File: src/rtl/vt4_vram_pkg.sv
// Shared defaults and types for the VRAM scroll arbiter slice.
package vt4_vram_pkg;

    localparam int unsigned DEF_ROWS  = 30;
    localparam int unsigned DEF_COLS  = 80;
    localparam int unsigned DEF_ROW_W = 5;
    localparam int unsigned DEF_COL_W = 7;

    localparam logic [7:0] CHAR_SPACE = 8'h20;

    typedef enum logic {
        IDLE  = 1'b0,
        CLEAR = 1'b1
    } scroll_state_t;

endpackage

File: src/rtl/vram_row_map.sv
// Combinational physical-row mapping: row = (base + offset) mod ROWS.
// Both inputs must already be below ROWS, so one conditional subtract suffices.
module vram_row_map
    import vt4_vram_pkg::*;
#(
    parameter int unsigned ROWS  = DEF_ROWS,
    parameter int unsigned ROW_W = DEF_ROW_W
) (
    input  logic [ROW_W-1:0] base,
    input  logic [ROW_W-1:0] offset,
    output logic [ROW_W-1:0] row
);

    localparam logic [ROW_W:0] ROWS_EXT = (ROW_W + 1)'(ROWS);

    logic [ROW_W:0] sum;

    always_comb begin
        sum = {1'b0, base} + {1'b0, offset};
        if (sum >= ROWS_EXT) begin
            sum = sum - ROWS_EXT;
        end
        row = sum[ROW_W-1:0];
    end

endmodule

File: src/rtl/vram_scroll_arbiter.sv
// Owns the VRAM write port and the display top_row pointer; maps logical char
// writes to physical rows and executes scrolls. Optional row clear: VRAM_SCROLL_CLEAR_EN.
module vram_scroll_arbiter
    import vt4_vram_pkg::*;
#(
    parameter int unsigned ROWS  = DEF_ROWS,
    parameter int unsigned COLS  = DEF_COLS,
    parameter int unsigned ROW_W = DEF_ROW_W,
    parameter int unsigned COL_W = DEF_COL_W
) (
    input  logic             clk,
    input  logic             reset,
    input  logic             char_valid,
    output logic             char_ready,
    input  logic [ROW_W-1:0] char_row,
    input  logic [COL_W-1:0] char_col,
    input  logic [7:0]       char_byte,
    input  logic             scroll_valid,
    output logic             scroll_ready,
    output logic             busy,
    output logic [ROW_W-1:0] top_row,
    output logic             write_valid,
    input  logic             write_ready,
    output logic [ROW_W-1:0] write_row,
    output logic [COL_W-1:0] write_col,
    output logic [7:0]       write_byte
);

    localparam logic [ROW_W:0] ROWS_EXT = (ROW_W + 1)'(ROWS);
    localparam logic [COL_W:0] COLS_EXT = (COL_W + 1)'(COLS);

    logic             slot_free;
    logic [ROW_W-1:0] char_phys_row;
    logic [ROW_W-1:0] top_row_next;

    logic             load_en;
    logic [ROW_W-1:0] load_row;
    logic [COL_W-1:0] load_col;
    logic [7:0]       load_byte;
    logic             top_adv;

    assign slot_free = !write_valid || write_ready;

    vram_row_map #(
        .ROWS (ROWS),
        .ROW_W(ROW_W)
    ) u_char_map (
        .base  (top_row),
        .offset(char_row),
        .row   (char_phys_row)
    );

    vram_row_map #(
        .ROWS (ROWS),
        .ROW_W(ROW_W)
    ) u_top_map (
        .base  (top_row),
        .offset(ROW_W'(1)),
        .row   (top_row_next)
    );

`ifdef VRAM_SCROLL_CLEAR_EN
    localparam logic [COL_W-1:0] LAST_COL = COL_W'(COLS - 1);

    scroll_state_t    state;
    scroll_state_t    state_next;
    logic [ROW_W-1:0] clr_row;
    logic [COL_W-1:0] clr_col;
    logic             clr_start;
    logic             clr_adv;

    always_comb begin
        state_next   = state;
        char_ready   = 1'b0;
        scroll_ready = 1'b0;
        busy         = 1'b0;
        load_en      = 1'b0;
        load_row     = char_phys_row;
        load_col     = char_col;
        load_byte    = char_byte;
        clr_start    = 1'b0;
        clr_adv      = 1'b0;
        top_adv      = 1'b0;
        case (state)
            IDLE: begin
                scroll_ready = slot_free;
                char_ready   = slot_free && !scroll_valid;
                if (scroll_valid && slot_free) begin
                    clr_start  = 1'b1;
                    state_next = CLEAR;
                end else if (char_valid && char_ready) begin
                    load_en = 1'b1;
                end
            end
            CLEAR: begin
                busy = 1'b1;
                if (slot_free) begin
                    load_en   = 1'b1;
                    load_row  = clr_row;
                    load_col  = clr_col;
                    load_byte = CHAR_SPACE;
                    clr_adv   = 1'b1;
                    // The screen moves only once the last blank is issued.
                    if (clr_col == LAST_COL) begin
                        top_adv    = 1'b1;
                        state_next = IDLE;
                    end
                end
            end
            default: state_next = IDLE;
        endcase
    end

    always_ff @(posedge clk) begin
        if (reset) begin
            state   <= IDLE;
            clr_row <= '0;
            clr_col <= '0;
        end else begin
            state <= state_next;
            if (clr_start) begin
                clr_row <= top_row;
                clr_col <= '0;
            end else if (clr_adv) begin
                clr_col <= clr_col + 1'b1;
            end
        end
    end
`else
    // Without the clear, a scroll is just a pointer bump; the recycled row keeps stale data.
    always_comb begin
        scroll_ready = 1'b1;
        busy         = 1'b0;
        char_ready   = slot_free && !scroll_valid;
        top_adv      = scroll_valid;
        load_en      = char_valid && char_ready;
        load_row     = char_phys_row;
        load_col     = char_col;
        load_byte    = char_byte;
    end
`endif

    always_ff @(posedge clk) begin
        if (reset) begin
            top_row     <= '0;
            write_valid <= 1'b0;
            write_row   <= '0;
            write_col   <= '0;
            write_byte  <= '0;
        end else begin
            if (top_adv) begin
                top_row <= top_row_next;
            end
            if (load_en) begin
                write_valid <= 1'b1;
                write_row   <= load_row;
                write_col   <= load_col;
                write_byte  <= load_byte;
            end else if (write_ready) begin
                write_valid <= 1'b0;
            end
        end
    end

    char_in_range: assert property (@(posedge clk) disable iff (reset)
        char_valid |-> (({1'b0, char_row} < ROWS_EXT) && ({1'b0, char_col} < COLS_EXT)));

endmodule

File: config.mk
export PLATFORM = sky130hd
export DESIGN_NAME = vram_scroll_arbiter
export DESIGN_NICKNAME = d
export VERILOG_FILES = /design/src/rtl/vt4_vram_pkg.sv /design/src/rtl/vram_row_map.sv /design/src/rtl/vram_scroll_arbiter.sv
export SDC_FILE = /design/constraint.sdc
export NUM_CORES = 1
export LEC_CHECK = 0
export BUFFER_PORTS_ARGS = -buffer_cell sky130_fd_sc_hd__buf_2
export CORE_MARGIN = 1
export CORE_UTILIZATION = 53
export DETAILED_ROUTE_END_ITERATION = 10
export PLACE_DENSITY = 0.88
export SLEW_MARGIN = 20
export SYNTH_ARGS = -nofsm -noshare
export SYNTH_HDL_FRONTEND = slang
export SYNTH_SLANG_ARGS = --single-unit
File: constraint.sdc
create_clock -name clk -period 4.8 [get_ports clk]
set_clock_uncertainty 0.2 [all_clocks]
set_input_delay 0 -clock clk [delete_from_list [all_inputs] [get_ports clk]]
set_output_delay 0 -clock clk [all_outputs]
set_load 0.01 [all_outputs]
==> results of run 1 <==
==> flip-flops by register name (all words and copies together), names as in the netlist <==
name,count
write_col,7
top_row,5
write_valid,1
write_row,5
write_byte,8
==> worst paths after layout <==
check / end / cells past startpoint / slack, ns / start
worst max register to register: write_row[3] / 11 / 1.63 / top_row[0]
worst min-delay path: write_row[3] / 5 / 0.17 / char_row[4]
worst max-delay path: write_row[3] / 11 / 1.63 / top_row[0]
worst min register to register: write_row[0] / 2 / 0.27 / write_row[0]
==> Yosys cell counts (all sizes together), types with 2 or more instances <==
cell    instances  area [um2]
conb            2       7.510
nand4           6       37.54
ha              9       112.6
a211o           2       17.52
nand2b          5       31.28
mux2i           2       20.02
buf             3       20.01
a311oi          3       32.53
o21ai           4       20.02
a21oi          22       113.9
o2111a          2       22.52
xnor2           3       26.28
dfxtp          26       520.5
a21o            2       15.01
and3            3       18.77
nor2b           3       18.77
nand2          39       146.4
nand3           4       20.02
nor2           10       37.54
o22ai           2       12.51
clkbuf         10       37.54
inv             8       30.03
==> logic make-up after synthesis <==
kind of cell | Yosys count | share of synthesized area (%)
AO/OA/AOI/OAI | 45 | 20.40
XOR/XNOR | 4 | 2.332
adder cells (fa/ha/maj) | 10 | 8.826
buffers and inverters | 21 | 5.828
flip-flops | 26 | 34.64
multiplexers | 3 | 2.082
other | 2 | 0.4998
AND/OR/NAND/NOR | 80 | 25.40
==> metrics by stage <==
stage	instance area, um2	setup WS, ns	hold WS [ns]
after floorplan	1503	1.940	-0.06402
after global routing	2151	1.536	0.1818
after global placement	1738	1.895	0.04153
after detailed placement	1738	1.768	0.04567
final	2151	1.634	0.1683
after CTS	2151	1.737	0.07475
==> what timing repair did <==
item / CTS / global route
hold buffers: 36 / 0
endpoints found under the setup margin: 0 / 0
endpoints found under the hold margin: 25 / 0
==> critical path, stage by stage, from the launching register on <==
cell       delay [ns]
dfxtp_1          0.53
ha_1             0.27
inv_1            0.07
fa_1             0.40
xor2_1           0.19
inv_1            0.13
ha_1             0.20
inv_1            0.07
or4_1            0.46
mux2_2           0.28
o2111ai_1        0.14
a211oi_1         0.12
==> power breakdown <==
group / leakage (nW) / total, W / internal (W) / switching, W
clock network: 0.0279 / 0.000149 / 0.0000845 / 0.0000645
logic: 0.797 / 0.000133 / 0.0000623 / 0.0000703
registers: 0.213 / 0.000236 / 0.000227 / 0.00000936
total: 1.04 / 0.000518 / 0.000374 / 0.000144
==> placed cells by master, fill, tap and decap left out, types with 2 or more instances in the layout <==
master	n
nand3_1	4
inv_1	8
o22ai_1	2
o2111a_1	2
nand2_1	39
conb_1	2
nor2b_1	3
clkbuf_4	3
a21o_1	2
buf_2	51
a311oi_1	2
and3_1	3
nand4_1	6
o21ai_0	4
dfxtp_1	26
mux2i_1	2
a211o_1	2
xnor2_1	3
ha_1	9
dlygate4sd3_1	36
nand2b_1	5
nor2_1	10
a21oi_1	21
==> cell type report <==
type                    instances  area [um2]  share of cell area (%)
clock buffers                   3       22.52                   1.047
clock inverters                 1       30.03                   1.396
inverters                       8       30.03                   1.396
multi-input cells             144       894.6                   41.59
flip-flops and latches         26       520.5                   24.20
well taps                      30       37.54                   1.745
repair buffers                 87       615.6                   28.62
==> layer usage <==
layer  track usage [%]  share of wire (%)
met2             62.48                 53
met1             34.27                 38
met3             7.260                5.5
met5                 0                  0
met4             12.50                3.4
==> key figures, run 1 <==
Outcome
  • Outcome: complete, no violations

Finish
  • P&R area growth vs syn: 43.13%
  • Ant diodes: 0
  • Fin nets: between 300 and 400
  • Fin util: 83.77%
  • # fillers: 154
  • Share of layout cells above drive strength 1: 22.30%
  • Layout Cells excl Fill: 299

STA
  • Unrepaired setup endpoints after global routing: no
  • Final Hold Viols: 0
  • Setup TNS: 0 ns
  • Min cycle time layout: 3.166 ns
  • Max transition margin: 47.28%
  • Fmax: approximately 320 MHz
  • Final worst-path cycle share: 65.96%
  • Worst-margin pin slew: 0.7908 ns
  • Final Max Slew Viols: 0
  • # setup viols final: 0

Logic synthesis
  • Sequential-to-total area share from yosys stat: 34.64%
  • Synth Instances: 191
  • #FFs+latches synth: 26
  • Mean post-synth cell area: 7.867 um2
  • Yosys cell types: 46
  • EDFF count, synth: 0
  • FFs w/ async S/R, synth: 0%
  • Warnings from Yosys: 0
  • Netlist Area Pre-Place: approximately 1500 um2
  • Main flop type after synthesis: dfxtp_1
  • Synth Net Count: 226

Die
  • Core Rows: 18
  • # IOs: 54
  • Die area: around 3000 um2
  • Die height: 55.25 um
  • Core outline area: 2567 um2
  • Die W: around 55 um
  • Initial Util: 58.53%

Power
  • Total design power: 0.0005181 W
  • VDD IR max: approximately 0.32 mV
  • Static Leakage: 1.037 nW
  • PD cells: around 240 nW/um2

Worst hold path
  • Hold Crit Class: primary input to flip-flop

Clocking
  • CTS max path bufs: 2
  • Clk root buf: clkbuf_4
  • CTS sink count: 26
  • CTS tree: done
  • CTS Buf Count: 3
  • Post-cts sizing count: 0
  • H-tree depth: 1
  • Clock-pin slew on the worst setup and hold paths: 0.14 ns
  • Number of setup buffers added after CTS: 0
  • Clock Latency Late Sink: 0.32 ns

Global routing
  • Vias in the first global route: 1760
  • Global-route wire length before repair: 7914 um
  • Initial antenna violation count: 0
  • GRT Overall Usage: between 30% and 40%
  • Largest net degree at the start of global routing: 27
  • GRT overflow: 0

Critical path
  • Crit Path Category: flip-flop to flip-flop
  • Maximum fanout along the worst path: 9
  • Startpoint Class: flip-flop
  • Critical Path End Type: flip-flop
  • CP arrival: 3.16 ns
  • Worst Path Required: between 4 and 5 ns

Route
  • Wire per inst: about 16 um
  • Vias per Instance: 5.826
  • Detailed-route wire length: 4783 um
  • Via count: 1742
  • Final ANT Viol Nets: 0
  • First-pass DRT Iterations: 5
  • Iteration-0 DRC Markers: 62
  • Remaining DRCs: 0

Placed design
  • Placed cells: about 260
  • Final HPWL DP: roughly 2400 um
  • RePlAce Congestion: 0.8311
  • PortBufs: 51

Run
  • Max Cap Violations: 0
Note: power is estimated with default switching activity, not from simulation.
==> run 2, diff against run 1 <==
Settings changed: CORE_UTILIZATION 53 to 44, PLACE_DENSITY 0.88 to 0.78.
Clock period 4.8 ns to 2.9 ns, I/O delays scaled along.
==> run 2 against run 1 <==
Net effect:
- first-iteration DRC count up 18%
- core utilization is 14 points lower
- critical path depth did not move
- count of clock-buffer cells in the layout did not move
- critical endpoint unchanged
==> key figures, run 2 (synthesis results as in run 1) <==
STA
  • Setup TNS: 0 ns (unchanged)
  • Min cycle time layout: 2.750 ns (was 3.166 ns)
  • Worst-margin pin slew: 0.7331 ns (was 0.7908 ns)
  • Unrepaired setup endpoints after global routing: no (unchanged)
  • Final Max Slew Viols: 0 (unchanged)
  • # setup viols final: 0 (unchanged)
  • Fmax: 363.6 MHz (was 315.8 MHz)
  • Final Hold Viols: 0 (unchanged)
  • Final worst-path cycle share: 94.84% (was 65.96%)
  • Max transition margin: 51.13% (was 47.28%)
  • Min Hold Slack: 0.08553 ns (was 0.1683 ns)

Finish
  • Multi-input logic area: 902.1 um2 (was 894.6 um2)
  • Ant diodes: 0 (unchanged)
  • Most frequent cells in the layout: buf_2 (51), nand2_1 (39), dlygate4sd3_1 (36) (unchanged)
  • Sequential Area: 521.8 um2 (was 520.5 um2)
  • Largest Register: write_byte (unchanged)
  • P&R area growth vs syn: 45.88% (was 43.13%)
  • Fin util: 69.52% (was 83.77%)
  • Commonest non-fill, non-tap cell in the layout: buf_2 (unchanged)
  • Largest register FFs: 8 (unchanged)
  • Regs by FF count: write_byte x8, write_col x7 (unchanged)
  • Share of layout cells above drive strength 1: 25.18% (was 22.30%)
  • Fin nets: 311 (was 305)
  • # fillers: 282 (was 154)

Global routing
  • GRT Overall Usage: 22.51% (was 32.71%)
  • M2 GR Usage: 43.64% (was 62.48%)
  • Vias in the first global route: 1546 (was 1760)
  • Largest net degree at the start of global routing: 27 (unchanged)
  • Met1 GRT Util: 24.74% (was 34.27%)
  • GRT overflow: 0 (unchanged)
  • GRT met3 Usage: 4.691% (was 7.260%)
  • Global-route wire length before repair: 6223 um (was 7914 um)
  • Initial antenna violation count: 0 (unchanged)
  • Top Usage Layer GRT: met2 (unchanged)

Critical path
  • R2R Setup Slk: 0.15 ns (was 1.63 ns)
  • Worst Path Required: 2.89 ns (was 4.79 ns)
  • Crit Path Category: flip-flop to flip-flop (unchanged)
  • Setup crit end: write_row[3] (unchanged)
  • Worst reg2reg path endpoint: write_row[3] (unchanged)
  • Maximum fanout along the worst path: 4 (was 9)
  • R2R Path Start: top_row[0] (unchanged)
  • Startpoint Class: flip-flop (unchanged)
  • CP arrival: 2.74 ns (was 3.16 ns)
  • Critical Path End Type: flip-flop (unchanged)
  • Crit path launch: top_row[0] (unchanged)
  • Reg2reg path depth: 11 (unchanged)

Clocking
  • Clock Latency Late Sink: 0.32 ns (about the same)
  • CTS Buf Count: 3 (unchanged)
  • CTS max path bufs: 2 (unchanged)
  • Clk root buf: clkbuf_4 (unchanged)
  • Clock-pin slew on the worst setup and hold paths: 0.13 ns (was 0.14 ns)
  • CTS tree: done (unchanged)
  • H-tree depth: 1 (unchanged)
  • CTS sink count: 26 (unchanged)

Worst hold path
  • Worst min-delay path startpoint: char_row[4] (unchanged)
  • Hold Crit Class: primary input to flip-flop (unchanged)

Die
  • # IOs: 54 (unchanged)
  • Core Rows: 20 (was 18)
  • Initial Util: 47.66% (was 58.53%)
  • Die W: 60.44 um (was 55.25 um)
  • Die area: 3653 um2 (was 3052 um2)
  • Die height: 60.44 um (was 55.25 um)
  • Core outline area: 3153 um2 (was 2567 um2)

Placed design
  • RePlAce Congestion: 0.8094 (was 0.8311)
  • PortBufs: 51 (unchanged)
  • Final HPWL DP: 2436 um (was 2382 um)

Power
  • VDD IR max: 0.3093 mV (was 0.3221 mV)
  • Static Leakage: 1.051 nW (was 1.037 nW)
  • Total design power: 0.0007613 W (was 0.0005181 W)
  • PD cells: 347.3 nW/um2 (was 240.9 nW/um2)

Route
  • Vias per Instance: 5.151 (was 5.826)
  • Wire per inst: 12.50 um (was 16.00 um)
  • Remaining DRCs: 0 (unchanged)
  • Iteration-0 DRC Markers: 73 (was 62)
  • Detailed-route wire length: 3974 um (was 4783 um)
  • Via count: 1638 (was 1742)
  • Final ANT Viol Nets: 0 (unchanged)
  • First-pass DRT Iterations: 4 (was 5)

Outcome
  • Outcome: complete, no violations (unchanged)

Run
  • Max Cap Violations: 0 (unchanged)
run 2: cell count changes in the layout (fill, tap and decap cells not counted), sizes merged:
cell | previous run | this run
buf | 51 | 57
bufinv | 1 | 0
run 2: how the worst min path moves through the flow:
stage	end	slack, ns	cells after the start
after floorplan	write_byte[0]	-0.06	2
after global placement	write_col[4]	0.04	3
after detailed placement	write_col[5]	0.05	3
after CTS	write_row[3]	0.08	5
after global routing	write_row[3]	0.10	5
final	write_row[3]	0.09	5
run 2: cell type report:
cell class                 count  share of cell area (%)
clock buffer                   3                   1.027
inverter                       8                   1.370
multi-input combinational    144                   41.15
sequential                    26                   23.80
tap                           44                   2.511
timing repair buffer          93                   30.14
run 2: layer usage:
layer  wire length, um  share of wire (%)  vias to the layer above
met4                35               0.88                        0
met2              2122                 53                       42
li1                  -                  -                      832
met5                 0                  0                        -
met1              1651                 42                      758
met3               165                4.2                        6
run 2: what timing repair did:
action,4_1_cts,5_1_grt
setup buffers,0,2
resized for setup,0,4
hold buffers,36,0
endpoints found under the hold margin,25,0
endpoints found under the setup margin,0,1
run 2: worst max-delay path, cell delays in order, from the launching register on:
cell and delay [ns]:
dfxtp_2 0.35, ha_2 0.19, inv_1 0.06, fa_2 0.34
xor2_1 0.17, inv_1 0.13, ha_2 0.21, inv_1 0.05
or4_1 0.46, mux2_2 0.27, o2111ai_1 0.10, a211oi_1 0.09
run 2: metrics by stage:
| stage | setup slack (ns) | cell area [um2] | cells |
|---|---|---|---|
| detailed placement | 0.1407 | 1785 | 277 |
| floorplan | 0.03976 | 1503 | 191 |
| global placement | 0.1987 | 1785 | 277 |
| finish | 0.1497 | 2192 | 318 |
| global route | 0.007620 | 2192 | 318 |
| CTS | 0.1027 | 2168 | 316 |
run 2: report_power, final:
part	switching (W)	internal [W]	leakage, nW	total, W
combinational	0.000115	0.000114	0.825	0.000229
clock	0.0000989	0.0000486	0.0138	0.000147
sequential	0.00000873	0.000376	0.213	0.000385
